--- src/rtl/reset_sequencer_pkg.sv ---
// reset_sequencer_pkg
//   Shared definitions for the reset sequencer:
//   - state_e   : FSM state encoding (WAIT_LOCK, STABILIZE, CPU_DELAY, RUN)
//   - cnt_width : width of the stability/delay counter, sized to hold the
//                 larger of the two terminal counts without wrapping.
package reset_sequencer_pkg;

  typedef enum logic [1:0] {
    WAIT_LOCK = 2'd0,
    STABILIZE = 2'd1,
    CPU_DELAY = 2'd2,
    RUN       = 2'd3
  } state_e;

  function automatic int unsigned cnt_width(input int unsigned a,
                                            input int unsigned b);
    int unsigned m;
    m = (a > b) ? a : b;
    return $clog2(m + 1);
  endfunction

endpackage

--- src/rtl/sync_ff.sv ---
// sync_ff
//   Multi-flop synchronizer for a single asynchronous input (PLL lock,
//   push buttons, ...). Output is the last flop of the chain.
// Ports:
//   clock : destination clock, rising edge
//   reset : synchronous active-high clear of the whole chain
//   d     : asynchronous input
//   q     : synchronized output (SYNC_STAGES cycles of latency)
module sync_ff #(
  parameter int unsigned SYNC_STAGES = 2
) (
  input  logic clock,
  input  logic reset,
  input  logic d,
  output logic q
);

  logic [SYNC_STAGES-1:0] chain_q;

  always_ff @(posedge clock) begin
    if (reset) begin
      chain_q <= '0;
    end else begin
      chain_q <= {chain_q[SYNC_STAGES-2:0], d};
    end
  end

  assign q = chain_q[SYNC_STAGES-1];

endmodule

--- src/rtl/reset_sequencer.sv ---
// reset_sequencer
//   Turns the PLL lock indication into ordered, registered resets for the
//   6502 system: sys_reset is released once lock has been stable for
//   LOCK_STABLE_CYCLES, cpu_reset CPU_DELAY_CYCLES after that. Any lock loss
//   or external reset re-asserts both.
// Ports:
//   clock           : PLL output clock, rising edge
//   reset           : synchronous active-high external reset
//   locked          : PLL lock, asynchronous to clock
//   sys_reset       : active-high peripheral/bus reset
//   cpu_reset       : active-high CPU core reset
//   ready           : high only while in RUN
//   lock_loss_count : saturating count of lock drops seen while in RUN
// Configuration:
//   RESET_SEQUENCER_LOSS_COUNT_EN defined   -> loss counter implemented
//   RESET_SEQUENCER_LOSS_COUNT_EN undefined -> lock_loss_count tied to 0
module reset_sequencer
  import reset_sequencer_pkg::*;
#(
  parameter int unsigned SYNC_STAGES        = 2,
  parameter int unsigned LOCK_STABLE_CYCLES = 16,
  parameter int unsigned CPU_DELAY_CYCLES   = 8,
  parameter int unsigned LOSS_CNT_W         = 8
) (
  input  logic                  clock,
  input  logic                  reset,
  input  logic                  locked,
  output logic                  sys_reset,
  output logic                  cpu_reset,
  output logic                  ready,
  output logic [LOSS_CNT_W-1:0] lock_loss_count
);

  localparam int unsigned CNT_W = cnt_width(LOCK_STABLE_CYCLES, CPU_DELAY_CYCLES);
  localparam logic [CNT_W-1:0] STABLE_LAST = CNT_W'(LOCK_STABLE_CYCLES);
  localparam logic [CNT_W-1:0] DELAY_LAST  = CNT_W'(CPU_DELAY_CYCLES);

  logic             lock_s;
  state_e           state_q;
  logic [CNT_W-1:0] cnt_q;
  logic             sys_reset_q;
  logic             cpu_reset_q;
  logic             ready_q;

  sync_ff #(
    .SYNC_STAGES(SYNC_STAGES)
  ) u_lock_sync (
    .clock(clock),
    .reset(reset),
    .d    (locked),
    .q    (lock_s)
  );

  // Outputs are registered alongside the state so they always reflect the
  // state being entered on this edge.
  always_ff @(posedge clock) begin
    if (reset) begin
      state_q     <= WAIT_LOCK;
      cnt_q       <= '0;
      sys_reset_q <= 1'b1;
      cpu_reset_q <= 1'b1;
      ready_q     <= 1'b0;
    end else begin
      case (state_q)
        WAIT_LOCK: begin
          if (lock_s) begin
            state_q <= STABILIZE;
            cnt_q   <= CNT_W'(1);
          end
        end
        STABILIZE: begin
          if (!lock_s) begin
            state_q <= WAIT_LOCK;
            cnt_q   <= '0;
          end else if (cnt_q == STABLE_LAST) begin
            state_q     <= CPU_DELAY;
            cnt_q       <= CNT_W'(1);
            sys_reset_q <= 1'b0;
          end else begin
            cnt_q <= cnt_q + CNT_W'(1);
          end
        end
        CPU_DELAY: begin
          if (!lock_s) begin
            state_q     <= WAIT_LOCK;
            cnt_q       <= '0;
            sys_reset_q <= 1'b1;
          end else if (cnt_q == DELAY_LAST) begin
            state_q     <= RUN;
            cnt_q       <= '0;
            cpu_reset_q <= 1'b0;
            ready_q     <= 1'b1;
          end else begin
            cnt_q <= cnt_q + CNT_W'(1);
          end
        end
        RUN: begin
          if (!lock_s) begin
            state_q     <= WAIT_LOCK;
            sys_reset_q <= 1'b1;
            cpu_reset_q <= 1'b1;
            ready_q     <= 1'b0;
          end
        end
        default: begin
          state_q     <= WAIT_LOCK;
          cnt_q       <= '0;
          sys_reset_q <= 1'b1;
          cpu_reset_q <= 1'b1;
          ready_q     <= 1'b0;
        end
      endcase
    end
  end

  assign sys_reset = sys_reset_q;
  assign cpu_reset = cpu_reset_q;
  assign ready     = ready_q;

`ifdef RESET_SEQUENCER_LOSS_COUNT_EN
  logic [LOSS_CNT_W-1:0] loss_q;

  always_ff @(posedge clock) begin
    if (reset) begin
      loss_q <= '0;
    end else if ((state_q == RUN) && !lock_s && (loss_q != '1)) begin
      loss_q <= loss_q + LOSS_CNT_W'(1);
    end
  end

  assign lock_loss_count = loss_q;
`else
  assign lock_loss_count = '0;
`endif

endmodule
--- config.mk ---
export PLATFORM = sky130hd
export DESIGN_NAME = reset_sequencer
export DESIGN_NICKNAME = d
export VERILOG_FILES = /design/src/rtl/reset_sequencer_pkg.sv /design/src/rtl/sync_ff.sv /design/src/rtl/reset_sequencer.sv
export SDC_FILE = /design/constraint.sdc
export NUM_CORES = 1
export LEC_CHECK = 0
export CORE_MARGIN = 2
export CORE_UTILIZATION = 54
export DETAILED_ROUTE_END_ITERATION = 10
export PLACE_DENSITY = 0.83
export SLEW_MARGIN = 20
export SYNTH_ARGS = -nofsm -noshare
export SYNTH_HDL_FRONTEND = slang
export SYNTH_SLANG_ARGS = --single-unit
--- constraint.sdc ---
create_clock -name clock -period 3.35 [get_ports clock]
set_clock_uncertainty 0.1 [all_clocks]
set_input_delay 0.5025 -clock clock [delete_from_list [all_inputs] [get_ports clock]]
set_output_delay 0.5025 -clock clock [all_outputs]
set_load 0.05 [all_outputs]
# Word level (Yosys, flattened, before mapping)
# Index checks and enable logic that the tools add are counted.
# Widths: inputs -> output; s select.
dict set report totals {
  register_bits 12
  in_bits 3
  output_inout_bits 11
  wordCells 54
}
dict set report classes {
  addsub 1
  n_eq_ne 14
  muxes 24
  n_reduce_logical 9
}
# cell n
set ops {}
lappend ops {{$mux 5} 5}
lappend ops {{$pmux 5 s3} 1}
lappend ops {{$mux 2} 6}
lappend ops {{$reduce_and 4->1} 3}
lappend ops {{$mux 1} 8}
lappend ops {{$ne 2x2->1 const B} 4}
lappend ops {{$pmux 2 s4} 1}
lappend ops {{$ne 2x1->1 const B} 3}
lappend ops {{$ne 3x3->1 const B} 2}
lappend ops {{$pmux 1 s2} 3}
lappend ops {{$add 5x1->5 const B} 1}
lappend ops {{$eq 5x4->1 const B} 1}
lappend ops {{$eq 5x5->1 const B} 1}
lappend ops {{$eq 2x2->1 const B} 2}
lappend ops {{$reduce_bool 2->1} 2}
lappend ops {{$reduce_bool 3->1} 1}
lappend ops {{$eq 2x1->1 const B} 1}
lappend ops {{$logic_not 2->1} 1}
lappend ops {{$reduce_and 2->1} 1}
lappend ops {{$reduce_or 2->1} 1}

# Depth between registers and ports, before layout
# Gate-level depths: netlist of run 1.
dict set report logic_depth {
  ltp_word 4
  depth_mapped 7
  mapped_depth_nobuf 6
}

# By module
# From an unflattened synthesis of run 1, not the netlist that was laid out.
dict set report hier_totals {
  cells_unflattened 97
  hier_area_um2 825.8
}
# module instances cells_per_inst area_per_inst_um2 seq_area_each_um2
set modules_own_cells {}
lappend modules_own_cells {reset_sequencer 1 93 773.2 200.2}
lappend modules_own_cells {sync_ff 1 4 52.6 40.0}

# Least setup slack after synthesis of run 1
# OpenSTA, ideal clock, no wires.
dict set report synth_timing {
  kind {register to register}
  startpoint {register state_q[1]}
  endpoint {register state_q[1]}
  setup_ns 0.070
  arrival_ns 1.556
  required_ns 3.180
  slack_ns 1.624
  path_stages_with_launch 7
  cell_sequence {dfxtp_1 -> inv_1 -> ha_1 -> and2_1 -> o2bb2ai_4 -> or4_1 -> a21oi_1}
}
dict set report synth_via {
  elab_chain_len 3
  elab_cells_between_ends 10
  cone_classes {eq/ne (7); mux (1); reduce/logical (2)}
}
# item line
set synth_rtl {}
lappend synth_rtl {{start: declaration} reset_sequencer.sv:39} ;# state_e state_q;
lappend synth_rtl {{start signal: assignment} reset_sequencer.sv:58} ;# state_q <= WAIT_LOCK;
lappend synth_rtl {{start signal: assignment} reset_sequencer.sv:67} ;# state_q <= STABILIZE;
lappend synth_rtl {{start signal: assignment} reset_sequencer.sv:73} ;# state_q <= WAIT_LOCK;
lappend synth_rtl {{$eq 2x2->1 (tied with other cells)} reset_sequencer.sv:64} ;# case (state_q)
lappend synth_rtl {{$ne 3x3->1 (no line) (tied with other cells)} -}
lappend synth_rtl {{$reduce_and 4->1 (no line)} -}
# Parallel ways exist; a longest one is shown, timed or not.
# A chain may end at the register's enable or synchronous reset.

# Final worst setup path of run 1
dict set report layout_timing {
  startpoint {register sys_reset_q, in the netlist sys_reset}
  endpoint {output port sys_reset}
}
# item line
set layout_lines {}
lappend layout_lines {{start: declaration} reset_sequencer.sv:41} ;# logic sys_reset_q;
lappend layout_lines {{start signal: assignment} reset_sequencer.sv:60} ;# sys_reset_q <= 1'b1;
lappend layout_lines {{start signal: assignment} reset_sequencer.sv:78} ;# sys_reset_q <= 1'b0;
lappend layout_lines {{start signal: assignment} reset_sequencer.sv:87} ;# sys_reset_q <= 1'b1;
lappend layout_lines {{end: declaration} reset_sequencer.sv:28} ;# output logic sys_reset,
# No word-level cell between the ends.

==> impl_metrics.csv, run 1 <==
group,metric,value,unit
cells_and_area,instances_no_fill,110,
critical_path,cp_slowest_cell,"clkdlybuf4s50_1",
job,maxCapViolations,0,
power_and_ir_drop,ir_worst_vdd,0.312,mV
die,die_y,41.8,µm
clock_network,tritoncts,"yes",
drt,vias,629,
grt,grt_pass1_wl,2470,µm
critical_path,critPathMaxStageDelay,810,ps
cells_and_area,nNetsFinal,105,
drt,viasPerCell,5.72,
synthesis,yosysTopAreaCellShare,0.312,
clock_network,cts_made_buffers,3,
critical_path,worst-setup-path-type,"reg2out",
synthesis,yosysWarningCount,0,
timing,final-setup-viol-count,0,
cells_and_area,layout-drive-gt1-share,0.0737,
critical_path,critical_path_depth,1,
cells_and_area,multi_input_area,453,µm²
clock_network,root_buffer,"clkbuf_4",
synthesis,yosys.cell_types.count,33,
clock_network,cts.sinks,12,
grt,grt_pass1_vias,587,
critical_path,crit_family,"buffers and inverters",
die,dieArea,1740,µm²
critical_path,critPathBufInv,1,
place,gp_congestion,0.756,
critical_path,cp.arrival,1450,ps
clock_network,cts_hold_buf,0,
synthesis,syn_inst,90,
drt,dr.pass1.iters,4,
cells_and_area,synthToLayoutAreaGrowth,6.67,%
grt,grt_max_degree,13,
cells_and_area,diodes,0,
synthesis,netlist.top_cell.by_area,"dfxtp_1",
clock_network,cts_buffer_depth,2,
drt,drc,0,
clock_network,path_clk_slew,80,ps
grt,grt_usage,0.176,
timing,fin_crit_sh,0.613,
cells_and_area,register_area,240,µm²
timing,fin_tns_setup,0,ps
synthesis,synth.avg_cell_area,8.55,µm²
synthesis,synthTopCellsByArea,"dfxtp_1 (31%), ha_1 (9.8%), buf_4 (7.8%)",
drt,drt-initial-drc-count,12,
cells_and_area,n_fill_cell,113,
power_and_ir_drop,p_leak,0.316,nW
synthesis,synth_most_common_cell,"dfxtp_1",
min_path,hp-class,"reg2reg",
synthesis,seq_area_frac_synth,0.312,
place,dpl_cell_area,785,µm²
drt,wl_per_cell,12.8,µm
power_and_ir_drop,power.density,409,nW/µm²
clock_network,clk_latency,280,ps
place,portBuffers,5,
drt,ant_nets,0,
clock_network,cts.repair.resized,0,
die,die-width,41.8,µm
grt,busiest_layer,"met2",
die,pin_count,14,
timing,finalCriticalPeriod,2050,ps
drt,finalWirelength,1410,µm
critical_path,crit_chain,"clkdlybuf4s50_1",
grt,grt_antenna_before_repair,0,
cells_and_area,fin_area,821,µm²
timing,relSlewSlack,0.667,
cells_and_area,final_util,0.623,
outcome,status,"finished clean",
min_path,worstHoldPathCells,1,
synthesis,synth_common_cells,"dfxtp_1 (12), buf_4 (8), nor2_1 (7)",
critical_path,worstPathRequired,2750,ps
grt,grtUsageMet1,0.210,
grt,use_met2,0.319,
synthesis,async_flop_share,0,
die,initial_utilization,0.584,
synthesis,synth_enable_flop_cells,0,
critical_path,path_max_fanout,3,
clock_network,h-tree-depth,1,
timing,report.final.slew_viol_count,0,
die,core_area,1320,µm²
die,rows,13,
synthesis,synthesis.area,769,µm²
place,place_inst,106,
timing,worst_pin_slew,498,ps
grt,grt.overflow.total,0,
timing,rsz0062_at_grt,"no",
synthesis,synth_ff_type,"dfxtp_1",
clock_network,cts_setup_buffers,0,
synthesis,ys_ff_latch,12,
place,place.detailed.hpwl,1050,µm
critical_path,r2r_cells,6,
timing,finalHoldViolations,0,
grt,use_met3,0.0261,
critical_path,critPathLaunchType,"flip-flop",
critical_path,cp-end-kind,"primary output",
timing,fmax,487,MHz
[through the flow]
step	setup slack [ps]	hold slack, ps	power, W
after floorplan	1620	314	0.000215
after global placement	1450	317	0.000218
after detailed placement	1410	336	0.000219
after CTS	1290	354	0.000338
after global routing	1260	368	0.000348
final	1300	344	0.000335
[cell type report]
class                           instances  area share
Timing Repair Buffer                    5      0.0610
Inverter                                6      0.0274
Multi-Input combinational cell         68       0.552
Tap cell                               15      0.0229
Sequential cell                        12       0.293
Clock buffer                            4      0.0442
[placed cells by master, fill, tap and decap left out, drive strengths merged, types with 4 or more instances in the layout]
master,instances
a31oi,5
clkbuf,4
clkdlybuf4s50,5
conb,8
dfxtp,12
ha,6
inv,6
nand2,5
nand3,5
nor2,7
o21ai,6
[routing by layer]
layer | vias to the layer above | share of wire
met5 | - | 0
met4 | 0 | 0.013
met3 | 2 | 0.035
met2 | 13 | 0.50
met1 | 303 | 0.45
li1 | 311 | -
[cell families (layout without fill, tap and decap cells)]
| family | count (synthesis) | count (layout) | share of synthesized area |
|---|---|---|---|
| other | 1 | 8 | 0.00487 |
| buffers and inverters | 17 | 15 | 0.133 |
| xor gates and xnor gates | 1 | 1 | 0.0114 |
| adders and majority gates | 6 | 6 | 0.0976 |
| AOI/OAI and AO/OA | 23 | 23 | 0.221 |
| and+or+nand+nor | 30 | 30 | 0.220 |
| DFF | 12 | 12 | 0.312 |
[sequential cells by signal (all words and copies together), names as in the netlist]
| name | cells |
|---|---|
| cnt_q | 5 |
| ready | 1 |
| state_q | 2 |
| sys_reset | 1 |
| cpu_reset | 1 |
| u_lock_sync.chain_q | 2 |
[where the power goes]
part	switching (W)	internal, W	total (W)
sequential	0.00000623	0.000148	0.000154
clock	0.0000531	0.0000661	0.000119
combinational	0.0000442	0.0000179	0.0000621
[path summary, 6_finish.rpt]
check	startpoint	end	slack (ps)
setup / recovery	sys_reset	sys_reset	1300
hold / removal	u_lock_sync.chain_q[0]	u_lock_sync.chain_q[1]	340
setup reg to reg	state_q[1]	state_q[1]	1450
hold reg to reg	u_lock_sync.chain_q[0]	u_lock_sync.chain_q[1]	340
Note: power is estimated with default switching activity, not from simulation.
==> inputs of run 2 (changes only) <==
--- a/config.mk
+++ b/config.mk
@@ -6,9 +6,9 @@
 export NUM_CORES = 1
 export LEC_CHECK = 0
 export CORE_MARGIN = 2
-export CORE_UTILIZATION = 54
+export CORE_UTILIZATION = 45
 export DETAILED_ROUTE_END_ITERATION = 10
-export PLACE_DENSITY = 0.83
+export PLACE_DENSITY = 0.74
 export SLEW_MARGIN = 20
 export SYNTH_ARGS = -nofsm -noshare
 export SYNTH_HDL_FRONTEND = slang
==> constraint.sdc (replaced) <==
create_clock -name clock -period 1.85 [get_ports clock]
set_clock_uncertainty 0.1 [all_clocks]
set_input_delay 0.2775 -clock clock [delete_from_list [all_inputs] [get_ports clock]]
set_output_delay 0.2775 -clock clock [all_outputs]
set_load 0.05 [all_outputs]
==> run 2 against run 1 <==
- core utilization down 8.0 points
- sequential cell count unchanged
- global-route usage up 0.94 points
- non-clock buffer count up 4
- via count up 0.64%
- sequential share of layout area down 0.72 points
- combinational power up 98%
- clock power up 85%
- first-iteration DRC count up 75%
- cell area up 3.0%
- routed wire length up 11%
- register-to-register slack worse by 1400 ps
==> impl_metrics.csv, run 2 (synthesized netlist as in run 1, its figures left out) <==
group,metric,value,unit
outcome,status,"finished clean",
drt,dr.pass1.iters,4,
clock_network,tritoncts,"yes",
cells_and_area,layout_common_cells,"dfxtp_1 (11), conb_1 (8), nor2_1 (7), buf_4 (7)",
critical_path,worstPathRequired,1970,ps
cells_and_area,nNetsFinal,109,
critical_path,crit_family,"simple AND/OR/NAND/NOR gates",
drt,finalWirelength,1570,µm
cells_and_area,instances_no_fill,115,
clock_network,h-tree-depth,1,
clock_network,cts_hold_buf,0,
drt,drt-initial-drc-count,21,
drt,vias,633,
drt,drc,0,
die,pin_count,14,
drt,wl_per_cell,13.7,µm
timing,fin_crit_sh,0.969,
grt,use_met3,0.0520,
critical_path,cp.arrival,1910,ps
critical_path,setup.worst_path.start,"state_q[1]",
job,maxCapViolations,0,
clock_network,cts_buffer_depth,2,
power_and_ir_drop,p_leak,0.339,nW
grt,grt_usage,0.186,
min_path,min_from,"u_lock_sync.chain_q[0]",
grt,busiest_layer,"met2",
timing,finalHoldViolations,0,
timing,fin_ws,57.7,ps
clock_network,path_clk_slew,80,ps
critical_path,critPathLaunchType,"flip-flop",
power_and_ir_drop,power.density,737,nW/µm²
timing,fin_tns_setup,0,ps
timing,final-setup-viol-count,0,
clock_network,clk_latency,280,ps
critical_path,crit_chain,"inv_1, ha_1, and2_1, o2bb2ai_4, or4_1, a21oi_1",
cells_and_area,top_register,"cnt_q",
grt,grt.overflow.total,0,
die,die-width,45.4,µm
die,dieArea,2060,µm²
timing,report.final.slew_viol_count,0,
critical_path,worst-setup-path-type,"reg2reg",
die,rows,14,
critical_path,path_max_fanout,4,
grt,grtUsageMet1,0.209,
grt,grt_max_degree,13,
cells_and_area,layout-drive-gt1-share,0.152,
place,portBuffers,5,
cells_and_area,synthToLayoutAreaGrowth,9.92,%
die,die_y,45.4,µm
place,place_inst,111,
clock_network,cts_setup_buffers,0,
die,initial_utilization,0.494,
cells_and_area,largest_reg_flops,5,
timing,fmax,558,MHz
place,gp_congestion,0.883,
power_and_ir_drop,ir_worst_vdd,0.492,mV
clock_network,cts_made_buffers,3,
grt,grt_pass1_wl,2690,µm
min_path,hp-class,"reg2reg",
grt,grt_antenna_before_repair,0,
cells_and_area,final_common_cell,"dfxtp_1",
drt,ant_nets,0,
cells_and_area,n_fill_cell,142,
critical_path,cp_slowest_cell,"or4_1",
clock_network,cts.sinks,12,
timing,finalCriticalPeriod,1790,ps
cells_and_area,top_regs,"cnt_q: 5 flops, state_q: 2 flops, u_lock_sync.chain_q: 2 flops",
cells_and_area,diodes,0,
drt,viasPerCell,5.50,
critical_path,critPathBufInv,1,
critical_path,cp-end-kind,"flip-flop",
grt,grt_pass1_vias,624,
grt,use_met2,0.306,
clock_network,root_buffer,"clkbuf_4",
place,place.detailed.hpwl,1040,µm
die,core_area,1560,µm²
timing,rsz0062_at_grt,"no",
critical_path,r2r-start,"state_q[1]",
place,place_ws,92.1,ps
critical_path,critPathMaxStageDelay,470,ps
==> run 2: power by group <==
part	internal, W	switching, W	leakage [nW]	total [W]
clock network	0.000120	0.0000997	0.0210	0.000220
logic	0.0000383	0.0000845	0.220	0.000123
registers	0.000269	0.0000121	0.0979	0.000281
total	0.000427	0.000196	0.339	0.000623
==> run 2: metal layers <==
| metal | vias to the layer above | share of wire |
|---|---|---|
| li1 | 318 | - |
| met1 | 284 | 0.44 |
| met2 | 24 | 0.48 |
| met3 | 7 | 0.052 |
| met4 | 0 | 0.032 |
| met5 | - | 0 |
==> run 2: worst paths after layout <==
check / endpoint / slack, ps / cells after the start
setup / recovery: state_q[1] / 60 / 6
hold / removal: u_lock_sync.chain_q[1] / 340 / 1
hold reg to reg: u_lock_sync.chain_q[1] / 340 / 1
setup reg to reg: state_q[1] / 60 / 6
==> run 2: final cells by class <==
| cell class | count | area [µm²] | area share |
|---|---|---|---|
| clock buffer | 4 | 36.3 | 0.0429 |
| inverter | 6 | 22.5 | 0.0266 |
| multi-input combinational | 68 | 453 | 0.536 |
| sequential | 12 | 241 | 0.286 |
| tap | 16 | 20.0 | 0.0237 |
| timing repair buffer | 9 | 72.6 | 0.0858 |
==> run 2: per-stage QoR <==
stage / area [µm²] / hold WS, ps / total power [W] / util
final: 846 / 338 / 0.000623 / 0.543
after global placement: 808 / 317 / 0.000403 / 0.518
after detailed placement: 808 / 324 / 0.000403 / 0.518
after floorplan: 796 / 306 / 0.000390 / -
after CTS: 845 / 344 / 0.000625 / 0.542
after global routing: 846 / 366 / 0.000651 / 0.543
==> run 2: timing repair <==
action / in CTS / in global routing
resized for setup: 0 / 1
endpoints found under the setup margin: 0 / 2
endpoints found under the hold margin: 0 / 0
==> inputs of run 3 (changes only) <==
--- a/config.mk
+++ b/config.mk
@@ -8,7 +8,9 @@
 export CORE_MARGIN = 2
 export CORE_UTILIZATION = 45
 export DETAILED_ROUTE_END_ITERATION = 10
+export GPL_TIMING_DRIVEN = 0
 export PLACE_DENSITY = 0.74
+export RECOVER_POWER = 100
 export SLEW_MARGIN = 20
 export SYNTH_ARGS = -nofsm -noshare
 export SYNTH_HDL_FRONTEND = slang
==> run 3 against run 2 <==
- clock-buffer cell count unchanged
- first-iteration DRC count is 38% lower
- critical endpoint unchanged
- sequential cell count unchanged
- sequential share of layout area shrank 2.1 points
==> impl_metrics.csv, run 3 (synthesized netlist as in run 1, its figures left out) <==
group,metric,value,unit
place,dpl_cell_area,866,µm²
drt,dr.pass1.iters,4,
cells_and_area,final_common_cell,"buf_4",
min_path,hp-class,"reg2reg",
job,maxCapViolations,0,
power_and_ir_drop,power.density,675,nW/µm²
critical_path,worstPathRequired,1970,ps
cells_and_area,layout_common_cells,"buf_4 (11), dfxtp_1 (9), conb_1 (8)",
place,place.detailed.hpwl,1010,µm
drt,finalWirelength,1430,µm
cells_and_area,top_regs,"cnt_q: 5 flops, state_q: 2 flops, u_lock_sync.chain_q: 2 flops",
drt,wl_per_cell,11.4,µm
critical_path,setup.worst_path.start,"cnt_q[0]",
cells_and_area,nNetsFinal,120,
critical_path,r2r-start,"cnt_q[0]",
cells_and_area,fin_area,922,µm²
grt,grt_antenna_before_repair,0,
clock_network,cts_made_buffers,3,
cells_and_area,largest_reg_flops,5,
die,dieArea,2060,µm²
cells_and_area,n_fill_cell,141,
power_and_ir_drop,p_switching,0.000186,W
die,initial_utilization,0.494,
cells_and_area,synthToLayoutAreaGrowth,19.8,%
power_and_ir_drop,combPwrFrac,0.213,
timing,whs,339,ps
critical_path,worst-setup-path-type,"reg2reg",
critical_path,cp-end-kind,"flip-flop",
place,gp_congestion,0.807,
timing,relSlewSlack,0.604,
min_path,worstHoldPathCells,1,
die,die-width,45.4,µm
timing,report.final.slew_viol_count,0,
cells_and_area,top_register,"cnt_q",
timing,final-setup-viol-count,0,
critical_path,endpoint,"state_q[1]",
outcome,status,"finished clean",
clock_network,path_clk_slew,90,ps
die,die_y,45.4,µm
timing,fmax,556,MHz
critical_path,r2r-end,"state_q[1]",
drt,drt-initial-drc-count,13,
cells_and_area,diodes,0,
power_and_ir_drop,ir_worst_vdd,0.632,mV
die,core_area,1560,µm²
drt,viasPerCell,5.25,
clock_network,cts_buffer_depth,2,
drt,vias,662,
grt,grt_max_degree,11,
grt,grt.overflow.total,0,
cells_and_area,layout-drive-gt1-share,0.236,
critical_path,r2r_cells,6,
clock_network,tritoncts,"yes",
power_and_ir_drop,p_int,0.000436,W
drt,drc,0,
drt,ant_nets,0,
cells_and_area,final_util,0.591,
clock_network,clk_latency,280,ps
clock_network,root_buffer,"clkbuf_4",
die,rows,14,
critical_path,critPathLaunchType,"flip-flop",
timing,finalCriticalPeriod,1800,ps
critical_path,cp.arrival,1920,ps
power_and_ir_drop,power_frac_clock,0.339,
timing,finalHoldViolations,0,
power_and_ir_drop,power.share.sequential,0.448,
clock_network,cts_hold_buf,0,
timing,worst_pin_slew,596,ps
power_and_ir_drop,p_leak,0.382,nW
critical_path,r2r_slack,50,ps
die,pin_count,14,
critical_path,critPathMaxStageDelay,500,ps
power_and_ir_drop,power.total,0.000623,W
critical_path,path_max_fanout,6,
power_and_ir_drop,swShare,0.299,
critical_path,crit_chain,"inv_1, ha_1, nand4bb_1, o2bb2ai_4, or4_1, a21oi_2",
clock_network,h-tree-depth,1,
clock_network,cts.sinks,12,
grt,grt_usage,0.150,
place,portBuffers,5,
grt,grt_pass1_vias,571,
timing,fin_crit_sh,0.972,
grt,grt_pass1_wl,2240,µm
critical_path,cp_slowest_cell,"or4_1",
==> run 3: worst min-delay path by stage <==
stage | start | endpoint | slack [ps]
2_1_floorplan | locked | u_lock_sync.chain_q[0] | 310
3_3_place_gp | u_lock_sync.chain_q[0] | u_lock_sync.chain_q[1] | 320
3_5_place_dp | u_lock_sync.chain_q[0] | u_lock_sync.chain_q[1] | 330
4_1_cts | u_lock_sync.chain_q[0] | u_lock_sync.chain_q[1] | 350
5_1_grt | u_lock_sync.chain_q[0] | u_lock_sync.chain_q[1] | 370
6_report | u_lock_sync.chain_q[0] | u_lock_sync.chain_q[1] | 340
==> run 3: worst max-delay path: cells and delay by family, from the launching register on <==
family	cells	cell delay, ps
AOI/OAI and AO/OA	2	370
adders and majority gates	1	160
buffers and inverters	1	70
DFF	1	340
and+or+nand+nor	2	700
==> run 3: power groups by stage <==
stage | clock (W) | combinational, W | sequential, W
after floorplan | 0 | 0.000109 | 0.000281
final | 0.000211 | 0.000132 | 0.000279
after global routing | 0.000238 | 0.000145 | 0.000281
after global placement | 0 | 0.000127 | 0.000283
after CTS | 0.000216 | 0.000129 | 0.000277
after detailed placement | 0 | 0.000128 | 0.000283
==> run 3: layout make-up <==
class	instances	area, µm²	area share
buffer	11	80.1	0.0868
clock buffer	4	36.3	0.0393
inverter	6	22.5	0.0244
multi-input combinational	68	462	0.501
sequential	12	244	0.265
tap	16	20.0	0.0217
timing repair buffer	9	57.6	0.0624
==> run 3: routing by layer <==
metal  up-vias  share of wire  GRT usage
li1        346              -          -
met1       306           0.48      0.174
met2        10           0.48      0.249
met3         0          0.048     0.0720
met4         0              0     0.0353
met5         -              0          0
==> run 3: repair_timing <==
| item | in CTS | in global routing |
|---|---|---|
| setup buffers | 0 | 4 |
| pin swaps | 0 | 1 |
| gates resized for setup | 1 | 8 |
| setup endpoints to repair | 1 | 5 |
==> run 3: stage by stage <==
stage	setup TNS, ps	worst slack [ps]	std cells
2_1_floorplan	0	124	97
3_3_place_gp	0	17.6	118
3_5_place_dp	0	6.53	118
4_1_cts	0	15.4	122
5_1_grt	-84.2	-84.2	126
6_report	0	52.3	126
